## src/rtl/lsu_pkg.sv

```systemverilog
// lsu_pkg: shared funct3 codes, FSM state type and timer width for the load/store unit
package lsu_pkg;
  localparam logic [2:0] F_B = 3'b000, F_H = 3'b001, F_W = 3'b010, F_BU = 3'b100, F_HU = 3'b101;
  localparam int TIMER_W = 8;
  typedef enum logic [1:0] {IDLE, REQ, WAIT_R, RESP} state_t;
  function automatic logic illegal_funct(input logic [2:0] f, input logic we);
    return f == 3'b011 || f == 3'b110 || f == 3'b111 || (f[2] && we);
  endfunction
endpackage

```

## src/rtl/lsu_mem_ctrl_if.sv

```systemverilog
// lsu_mem_ctrl_if: synchronous data-memory port (req/gnt address phase, rvalid read-data phase)
//   master = load/store controller, slave = memory
//   req/we/be/addr/wdata: request, held until gnt; gnt: request accepted this cycle
//   rvalid/rdata: read word, at least one cycle after gnt, loads only
interface lsu_mem_ctrl_if;
  logic req, we, gnt, rvalid;
  logic [3:0] be;
  logic [31:0] addr, wdata, rdata;
  modport master(output req, we, be, addr, wdata, input gnt, rvalid, rdata);
  modport slave(input req, we, be, addr, wdata, output gnt, rvalid, rdata);
endinterface

```

## src/rtl/lsu_load_align.sv

```systemverilog
// lsu_load_align: selects the byte/halfword lane of a raw read word and sign/zero extends it
//   funct: RV32I load funct3; off: byte offset addr[1:0]; raw: memory word; data: extended result
module lsu_load_align
  import lsu_pkg::*;
(
  input  logic [2:0]  funct,
  input  logic [1:0]  off,
  input  logic [31:0] raw,
  output logic [31:0] data
);
  logic [7:0] b;
  logic [15:0] h;
  always_comb begin
    b = raw[{off, 3'b000} +: 8];
    h = off[1] ? raw[31:16] : raw[15:0];
    data = funct[1:0] == F_B[1:0] ? {{24{b[7] & ~funct[2]}}, b} :
           funct[1:0] == F_H[1:0] ? {{16{h[15] & ~funct[2]}}, h} : raw;
  end
endmodule

```

## src/rtl/lsu_mem_ctrl.sv

```systemverilog
// lsu_mem_ctrl: single-outstanding load/store sequencer between execute and the data memory port
//   clk, rst_n (sync, active-low)
//   req_valid/req_ready/req_we/req_funct/req_addr/req_wdata: request handshake from execute
//   rsp_valid/rsp_rdata/rsp_err: one-cycle response per accepted request
//   mem: lsu_mem_ctrl_if.master memory port
//   LSU_MISALIGN_TRAP_EN: misaligned H/W accesses respond with an error instead of
//   having their offending low address bits cleared
module lsu_mem_ctrl
  import lsu_pkg::*;
#(
  parameter int TIMEOUT = 15
) (
  input  logic                  clk,
  input  logic                  rst_n,
  input  logic                  req_valid,
  output logic                  req_ready,
  input  logic                  req_we,
  input  logic [2:0]            req_funct,
  input  logic [31:0]           req_addr,
  input  logic [31:0]           req_wdata,
  output logic                  rsp_valid,
  output logic [31:0]           rsp_rdata,
  output logic                  rsp_err,
  lsu_mem_ctrl_if.master        mem
);
  state_t state, state_nx;
  logic we_q, err_q, misalign, bad, timeout, in_req;
  logic [2:0] funct_q;
  logic [31:0] addr_q, wdata_q, rdata_q, addr_in, load_data;
  logic [TIMER_W-1:0] timer;
`ifdef LSU_MISALIGN_TRAP_EN
  assign misalign = (req_funct[1:0] == F_H[1:0] && req_addr[0]) ||
                    (req_funct[1:0] == F_W[1:0] && req_addr[1:0] != 2'b00);
  assign addr_in = req_addr;
`else
  assign misalign = 1'b0;
  assign addr_in = req_funct[1:0] == F_H[1:0] ? {req_addr[31:1], 1'b0} :
                   req_funct[1:0] == F_W[1:0] ? {req_addr[31:2], 2'b00} : req_addr;
`endif
  assign bad = illegal_funct(req_funct, req_we) || misalign;
  // timer counts from 0 in the first cycle of REQ/WAIT_R, so TIMEOUT cycles elapse at TIMEOUT-1
  assign timeout = timer == TIMER_W'(TIMEOUT - 1);
  assign in_req = state == REQ;
  lsu_load_align u_align (.funct(funct_q), .off(addr_q[1:0]), .raw(mem.rdata), .data(load_data));
  always_ff @(posedge clk) begin
    if (!rst_n) begin
      state <= IDLE;
      timer <= '0;
      we_q <= 1'b0;
      funct_q <= '0;
      addr_q <= '0;
      wdata_q <= '0;
      rdata_q <= '0;
      err_q <= 1'b0;
    end else begin
      state <= state_nx;
      timer <= state_nx == state && (state == REQ || state == WAIT_R) ? timer + 1'b1 : '0;
      if (state == IDLE && req_valid) begin
        we_q <= req_we;
        funct_q <= req_funct;
        addr_q <= addr_in;
        wdata_q <= req_wdata;
        rdata_q <= '0;
        err_q <= bad;
      end
      if (state == WAIT_R && mem.rvalid) rdata_q <= load_data;
      if (((state == REQ && !mem.gnt) || (state == WAIT_R && !mem.rvalid)) && timeout) err_q <= 1'b1;
    end
  end
  always_comb begin
    state_nx = state;
    case (state)
      IDLE:    state_nx = req_valid ? (bad ? RESP : REQ) : IDLE;
      REQ:     state_nx = mem.gnt ? (we_q ? RESP : WAIT_R) : timeout ? RESP : REQ;
      WAIT_R:  state_nx = mem.rvalid || timeout ? RESP : WAIT_R;
      default: state_nx = IDLE;
    endcase
  end
  always_comb begin
    req_ready = state == IDLE;
    rsp_valid = state == RESP;
    rsp_rdata = rsp_valid ? rdata_q : '0;
    rsp_err = rsp_valid && err_q;
    mem.req = in_req;
    mem.we = in_req && we_q;
    mem.addr = in_req ? {addr_q[31:2], 2'b00} : '0;
    mem.be = !in_req ? 4'b0000 :
             funct_q[1:0] == F_B[1:0] ? 4'b0001 << addr_q[1:0] :
             funct_q[1:0] == F_H[1:0] ? 4'b0011 << {addr_q[1], 1'b0} : 4'b1111;
    mem.wdata = !in_req ? '0 :
                funct_q[1:0] == F_B[1:0] ? {4{wdata_q[7:0]}} :
                funct_q[1:0] == F_H[1:0] ? {2{wdata_q[15:0]}} : wdata_q;
  end
endmodule

```

## src/flat_wrapper.sv

```systemverilog
// flat-port wrapper written by rule: the top's interface ports become plain ports
module lsu_mem_ctrl_flat import lsu_pkg::*;
#(
  parameter int TIMEOUT = 15
)
  (clk, rst_n, req_valid, req_ready, req_we, req_funct, req_addr, req_wdata, rsp_valid, rsp_rdata, rsp_err, mem_req, mem_we, mem_be, mem_addr, mem_wdata, mem_gnt, mem_rvalid, mem_rdata);
  lsu_mem_ctrl_if mem_i ();
  input  logic clk;
  input  logic rst_n;
  input  logic req_valid;
  output logic req_ready;
  input  logic req_we;
  input  logic [2:0] req_funct;
  input  logic [31:0] req_addr;
  input  logic [31:0] req_wdata;
  output logic rsp_valid;
  output logic [31:0] rsp_rdata;
  output logic rsp_err;
  output wire logic [$bits(mem_i.req)-1:0] mem_req;
  output wire logic [$bits(mem_i.we)-1:0] mem_we;
  output wire logic [$bits(mem_i.be)-1:0] mem_be;
  output wire logic [$bits(mem_i.addr)-1:0] mem_addr;
  output wire logic [$bits(mem_i.wdata)-1:0] mem_wdata;
  input wire logic [$bits(mem_i.gnt)-1:0] mem_gnt;
  input wire logic [$bits(mem_i.rvalid)-1:0] mem_rvalid;
  input wire logic [$bits(mem_i.rdata)-1:0] mem_rdata;
  assign mem_req = mem_i.req;
  assign mem_we = mem_i.we;
  assign mem_be = mem_i.be;
  assign mem_addr = mem_i.addr;
  assign mem_wdata = mem_i.wdata;
  assign mem_i.gnt = mem_gnt;
  assign mem_i.rvalid = mem_rvalid;
  assign mem_i.rdata = mem_rdata;
  lsu_mem_ctrl #(.TIMEOUT(TIMEOUT)) u_core (.clk(clk), .rst_n(rst_n), .req_valid(req_valid), .req_ready(req_ready), .req_we(req_we), .req_funct(req_funct), .req_addr(req_addr), .req_wdata(req_wdata), .rsp_valid(rsp_valid), .rsp_rdata(rsp_rdata), .rsp_err(rsp_err), .mem(mem_i));
endmodule
```

## config.mk

```make
export PLATFORM = sky130hd
export DESIGN_NAME = lsu_mem_ctrl_flat
export DESIGN_NICKNAME = d
export VERILOG_FILES = /design/src/rtl/lsu_pkg.sv /design/src/rtl/lsu_mem_ctrl_if.sv /design/src/rtl/lsu_load_align.sv /design/src/rtl/lsu_mem_ctrl.sv /design/src/flat_wrapper.sv
export SDC_FILE = /design/constraint.sdc
export NUM_CORES = 1
export LEC_CHECK = 0
export ABC_CLOCK_PERIOD_IN_PS = 2000
export CAP_MARGIN = 25
export CORE_ASPECT_RATIO = 1.1
export CORE_MARGIN = 2
export CORE_UTILIZATION = 40
export DETAILED_ROUTE_END_ITERATION = 6
export PLACE_DENSITY = 0.85
export SYNTH_ARGS = -nofsm -noshare
export SYNTH_HDL_FRONTEND = slang
export SYNTH_SLANG_ARGS = --single-unit
```

## constraint.sdc

```tcl
create_clock -name clk -period 2 [get_ports clk]
set_input_delay 0.2 -clock clk [delete_from_list [all_inputs] [get_ports clk]]
set_output_delay 0.2 -clock clk [all_outputs]
set_load 0.02 [all_outputs]
```

Word-level counts from Yosys, hierarchy flattened:

Index checks and enable logic that the tools add are counted.

* register bits after elaboration: 111
* bits of input ports: 105

* add/subtract/negate cells: 1
* equal/unequal tests: 11
* shift-type cells: 3
* mux-type cells: 24
* bitwise logic cells: 3
* reductions and logical operators: 22

Operators by type and width (count)
* 32-bit 2-to-1 mux: 9
* 32-bit by 6-bit indexed part select with 8-bit output: 1
* 16-bit 2-to-1 mux: 1
* 2-bit 2-to-1 mux: 6
* 4-bit 2-to-1 mux: 3
* 1-bit logical AND: 9
* 8-bit by 1-bit adder with 8-bit output (second input constant): 1
* 8-bit by 4-bit == test with 1-bit output (second input constant): 1
* 2-bit by 1-bit == test with 1-bit output (second input constant): 3
* 2-bit == test (second input constant): 3
* 3-bit == test (second input constant): 2
* 1-bit logical OR: 6
* 2-bit case mux with 3 select lines: 1
* 2-bit logical NOT: 2
* 1-bit 2-to-1 mux: 4
* 2-bit nonzero test: 2
* 1-bit by 2-bit left shift with 4-bit output (first input constant): 1
* 2-bit by 2-bit left shift with 4-bit output (first input constant): 1
* 3-bit by 2-bit == test with 1-bit output (second input constant): 1
* 1-bit bitwise AND: 2
* 2-bit == test: 1
* 1-bit logical NOT: 2
* 2-bit AND reduction: 1
* 1-bit inverter: 1

Depth between registers and ports, before layout:

* depth after elaboration: 10
* gate-level depth with buffers: 9
* mapped depth without buffers: 7

Modules after synthesis:

From an unflattened synthesis, not the netlist that was laid out.

* cells, all modules: 793
* area total of the unflattened synthesis: 6332.3 µm²

Modules (own cells, without submodules)
* lsu_mem_ctrl: instances 1, cells each 658, area each 5315.1 µm²
* lsu_load_align: instances 1, cells each 135, area each 1017.2 µm²

Least setup slack after synthesis:

No wires, ideal clock.

* path type: register to register
* start point: reg u_core.state[0]
* end point: reg u_core.timer[0]
* setup time: 0.086 ns
* arrival time: 2.127 ns
* required time: 1.914 ns
* setup slack: -0.212 ns
* stages on the path, launching flop included: 8
* buffers on the path: 0
* clock period less this slack: 2.212 ns
* path through: dfxtp_1 > inv_1 > ha_1 > a22oi_1 > o21ai_0 > a2111oi_1 > a311oi_2 > a211oi_1

* cells in the longest elaborated chain, start to end: 5
* elaborated cells on any way between the ends: 8
* those cells by class: eq/ne (3); mux (1); reduce/logical (4)

Ends and longest elaborated chain
* start, declared: line lsu_mem_ctrl.sv:26 `state_t state, state_nx;`
* start signal, assigned: line lsu_mem_ctrl.sv:56 `state <= state_nx;`
* 2-bit logical NOT
* net req_ready: line flat_wrapper.sv:11 `output logic req_ready;`
* 2-bit case mux with 3 select lines: line lsu_mem_ctrl.sv:72 `case (state)`
* 2-bit == test: line lsu_mem_ctrl.sv:57 `timer <= state_nx == state && (state == REQ || state == WAIT_R) ? timer + 1'b1 : '0;`
* 1-bit logical AND: line lsu_mem_ctrl.sv:57
* 2-bit AND reduction (no source line)
* end signal, assigned: line lsu_mem_ctrl.sv:57
* end, declared: line lsu_mem_ctrl.sv:30 `logic [TIMER_W-1:0] timer;`

The timed path passes the listed nets, and every way through them passes these cells.
A chain may end at the register's enable or synchronous reset.

Worst setup path after layout:

* start point: reg u_core.state[0]
* end point: reg u_core.timer[3]

* cells in the longest elaborated chain, start to end: 5
* elaborated cells on any way between the ends: 8
* those cells by class: eq/ne (3); mux (1); reduce/logical (4)

Ends and longest elaborated chain (line)
* 2-bit == test (tied with other cells): lsu_mem_ctrl.sv:57, lsu_mem_ctrl.sv:72
* 2-bit case mux with 3 select lines: lsu_mem_ctrl.sv:72
* 2-bit == test: lsu_mem_ctrl.sv:57
* 1-bit logical AND *: lsu_mem_ctrl.sv:57
* 2-bit AND reduction (no source line) *

Every way passes the cells marked *; elsewhere a longest branch is shown, timed or not.

==> summary.txt <==
Final #Nets -> 1,077
Initial core utilization -> 40.8%
I/O pin cnt -> 210
Full die area -> 15,000 µm²
Die height -> 128 µm
Measured slew at the worst slew-check pin -> 755 ps
H-tree depth -> 3
Initial DRC Count -> 624
Clock slew seen by the registers of the worst setup and hold paths -> 70 ps
Multiplexer area fraction after synthesis -> 6.08%
Arrival time at the worst endpoint -> 2280 ps
Post-synth EDFFs -> 0
Vias in the first global route -> 5,733
Max incr delay on CP -> 540 ps
Total wire length -> 18,100 µm
Nature of the critical path endpoint -> flop
Clock Sinks -> 111
Synth Area in Compound Gates -> 17.7%
Worst setup path class -> reg2reg
CP top delay family -> compound AO/OA/AOI/OAI gates
DRC -> 0
YS warnings -> 0
Largest net degree at the start of global routing -> 76
Max-slew violation count -> 0
Final worst path period share -> 100%
Drt via density -> 5.12
Final WS setup -> -7.37 ps
Largest family of logic cells by synthesized area -> simple AND/OR/NAND/NOR gates
PortBufs -> 207
Post-route cell area -> 8490 µm²
First-pass GRT wire length -> 28,300 µm
Final Wtd Congestion -> 0.952
Design Power -> 0.00592 W
Synth unique cells -> 46
Clk Tree Root Cell -> clkbuf_16
Crit path time final -> 2010 ps
CTS tree -> done
Sequential element share of the synthesized area -> 39.7%
Area Overhead vs Synth -> 51.7%
Main synth FF type -> dfxtp_1
FF+latch count, synth -> 111
Post-synthesis simple-gate area fraction -> 29.1%
RSZ-0062 raised after global routing -> yes
Worst min path class -> in2reg
Achievable Freq -> 498 MHz
Startpoint Class -> flop
Synth area leader -> dfxtp_1
Initial antenna violation count -> 0
Critical Path, Cell by Cell -> buf_4 > ha_4 > a21oi_2 > o221a_4 > nand3_1 > a2111o_2 > a211oi_2
Worst endpoint required time -> 2270 ps
Synth top area share -> 39.7%
Asr flop ratio synth -> 0%
CP bufs+invs -> 1
Syn Inst Count -> 751
Mapped Area -> 5600 µm²
Via count -> 5,931
Status -> complete, but fails checks
Final setup viols -> 2
Post-DP Area -> 8140 µm²
Total CTS buffers -> 9
Share of layout cells above drive strength 1 -> 17.6%
Main area contributors after synthesis -> dfxtp_1, nand2_1, a21oi_1
All-layer global routing usage -> 23.9%
Antenna viol nets, final -> 0
DP Wirelength -> 12,700 µm
Die Span X -> 117 µm
Cell Rows -> 45
# Max-Cap Violations -> 0
Clock Tree Buf Depth -> 2
Final hold viol count -> 0
VDD IR-drop max -> 0.414 mV
Cell Pwr Density -> 697 nW/µm²
Worst slew margin -> 49.7%
TritonRoute pass-1 iters -> 6
Avg Cell Area, Syn -> 7.46 µm²
Core Box Area -> 13,700 µm²
Leakage -> 3.45 nW
Grt ovf -> 0
Routed wire per std cell -> 15.6 µm
Synth Area in Adders -> 1.34%
Diodes inserted -> 0
Failing checks -> setup timing
Skew-Pair Late Insertion Delay -> 350 ps
Synth Area in XOR/XNOR -> 0.939%
Crit-path max FO -> 8
CP max-delay cell -> a2111o_2
Worst Clk Skew -> 5.16 ps
## cell type report
class	instances	area, µm²
Timing Repair Buffer	261	2450
Sequential cell	111	2230
Tap cell	188	235
Inverter	10	42.5
Multi-Input combinational cell	573	3250
Fill cell	1228	5240
Clock inverter	5	31.3
Clock buffer	11	253
## cell usage in the layout, fill, tap and decap left out, types with 3 or more instances in the layout
| master | instances |
|---|---|
| mux2i_1 | 16 |
| nand2_1 | 207 |
| clkdlybuf4s50_1 | 105 |
| buf_2 | 6 |
| clkinv_2 | 3 |
| buf_12 | 8 |
| buf_4 | 44 |
| nand2b_1 | 3 |
| a211oi_2 | 8 |
| xor2_1 | 4 |
| nor2_1 | 67 |
| dlygate4sd2_1 | 48 |
| clkdlybuf4s15_1 | 12 |
| a311oi_1 | 8 |
| a31o_2 | 7 |
| dfxtp_2 | 3 |
| o21ai_2 | 11 |
| and2_1 | 76 |
| dfxtp_1 | 107 |
| inv_1 | 7 |
| mux4_2 | 8 |
| clkdlybuf4s15_2 | 22 |
| a21oi_1 | 105 |
| clkbuf_16 | 9 |
| clkbuf_2 | 14 |
| o21ai_0 | 6 |
## worst paths after layout
kind | endpoint | cells past startpoint | slack [ps] | startpoint
setup reg to reg | u_core.timer[3] | 7 | -7 | u_core.state[0]
hold / removal | u_core.addr_q[27] | 3 | 390 | req_addr[27]
setup / recovery | u_core.timer[3] | 7 | -7 | u_core.state[0]
hold reg to reg | u_core.rdata_q[19] | 2 | 450 | u_core.rdata_q[19]
## layer usage
layer	up-vias	global-route usage, %	routed length, µm
li1	2913	-	-
met1	2713	29.6	7150
met2	262	39.5	8770
met3	43	5.44	1510
met4	0	10.7	613
met5	-	0	0
## tightest hold or removal path, stage by stage
cell,delay (ps)
clkdlybuf4s50_1,390
nand2_1,50
a21oi_1,50
## synth_stat cells (all sizes together) (2+ instances only)
library cell	count
nand2	208
dfxtp	111
a21oi	106
and2	77
nor2	68
clkbuf	46
o21ai	19
mux2i	16
buf	12
inv	10
a311oi	9
a211oi	8
mux4	8
a31o	7
ha	6
nand3	4
xor2	4
nand2b	3
a2111oi	2
a21o	2
a22oi	2
nand4	2
o211ai	2
o22ai	2
or2	2
xnor2	2
## per-stage QoR
step | util, % | worst slack (ps) | TNS, ps | cells | hold slack, ps
floorplan | - | 1.19 | 0 | 752 | 336
global placement | 59.3 | -128 | -1740 | 1137 | 426
detailed placement | 59.3 | -165 | -2580 | 1137 | 433
CTS | 61.3 | -43.6 | -395 | 1153 | 378
global route | 61.8 | -101 | -534 | 1159 | 398
finish | 61.8 | -7.37 | -12.2 | 1159 | 387
## logic make-up after synthesis
logic type,count (synthesis)
multiplexers,24
buffers and inverters,68
flip-flops,111
other,1
XOR/XNOR,6
AND/OR/NAND/NOR,371
AO/OA/AOI/OAI,164
adder cells (fa/ha/maj),6
## state kept, by name, indices dropped and copies added, names as in the netlist
name,cells
u_core.state,2
u_core.rdata_q,32
u_core.timer,8
u_core.we_q,1
u_core.err_q,1
u_core.funct_q,3
u_core.wdata_q,32
u_core.addr_q,32
## where the power goes
group / total [W] / internal (W) / switching, W
clock: 0.00176 / 0.000913 / 0.000844
sequential: 0.00249 / 0.00238 / 0.000107
combinational: 0.00167 / 0.000761 / 0.000914
total: 0.00592 / 0.00405 / 0.00186
## timing repair
action / in CTS / in global routing
buffers inserted: 0 / 6
pin swaps: 1 / 10
hold buffers: 0 / 0
gates resized for setup: 172 / 69
setup endpoints to repair: 110 / 115
gates cloned: 0 / 0
No activity file was read; power rests on OpenSTA's default activity.
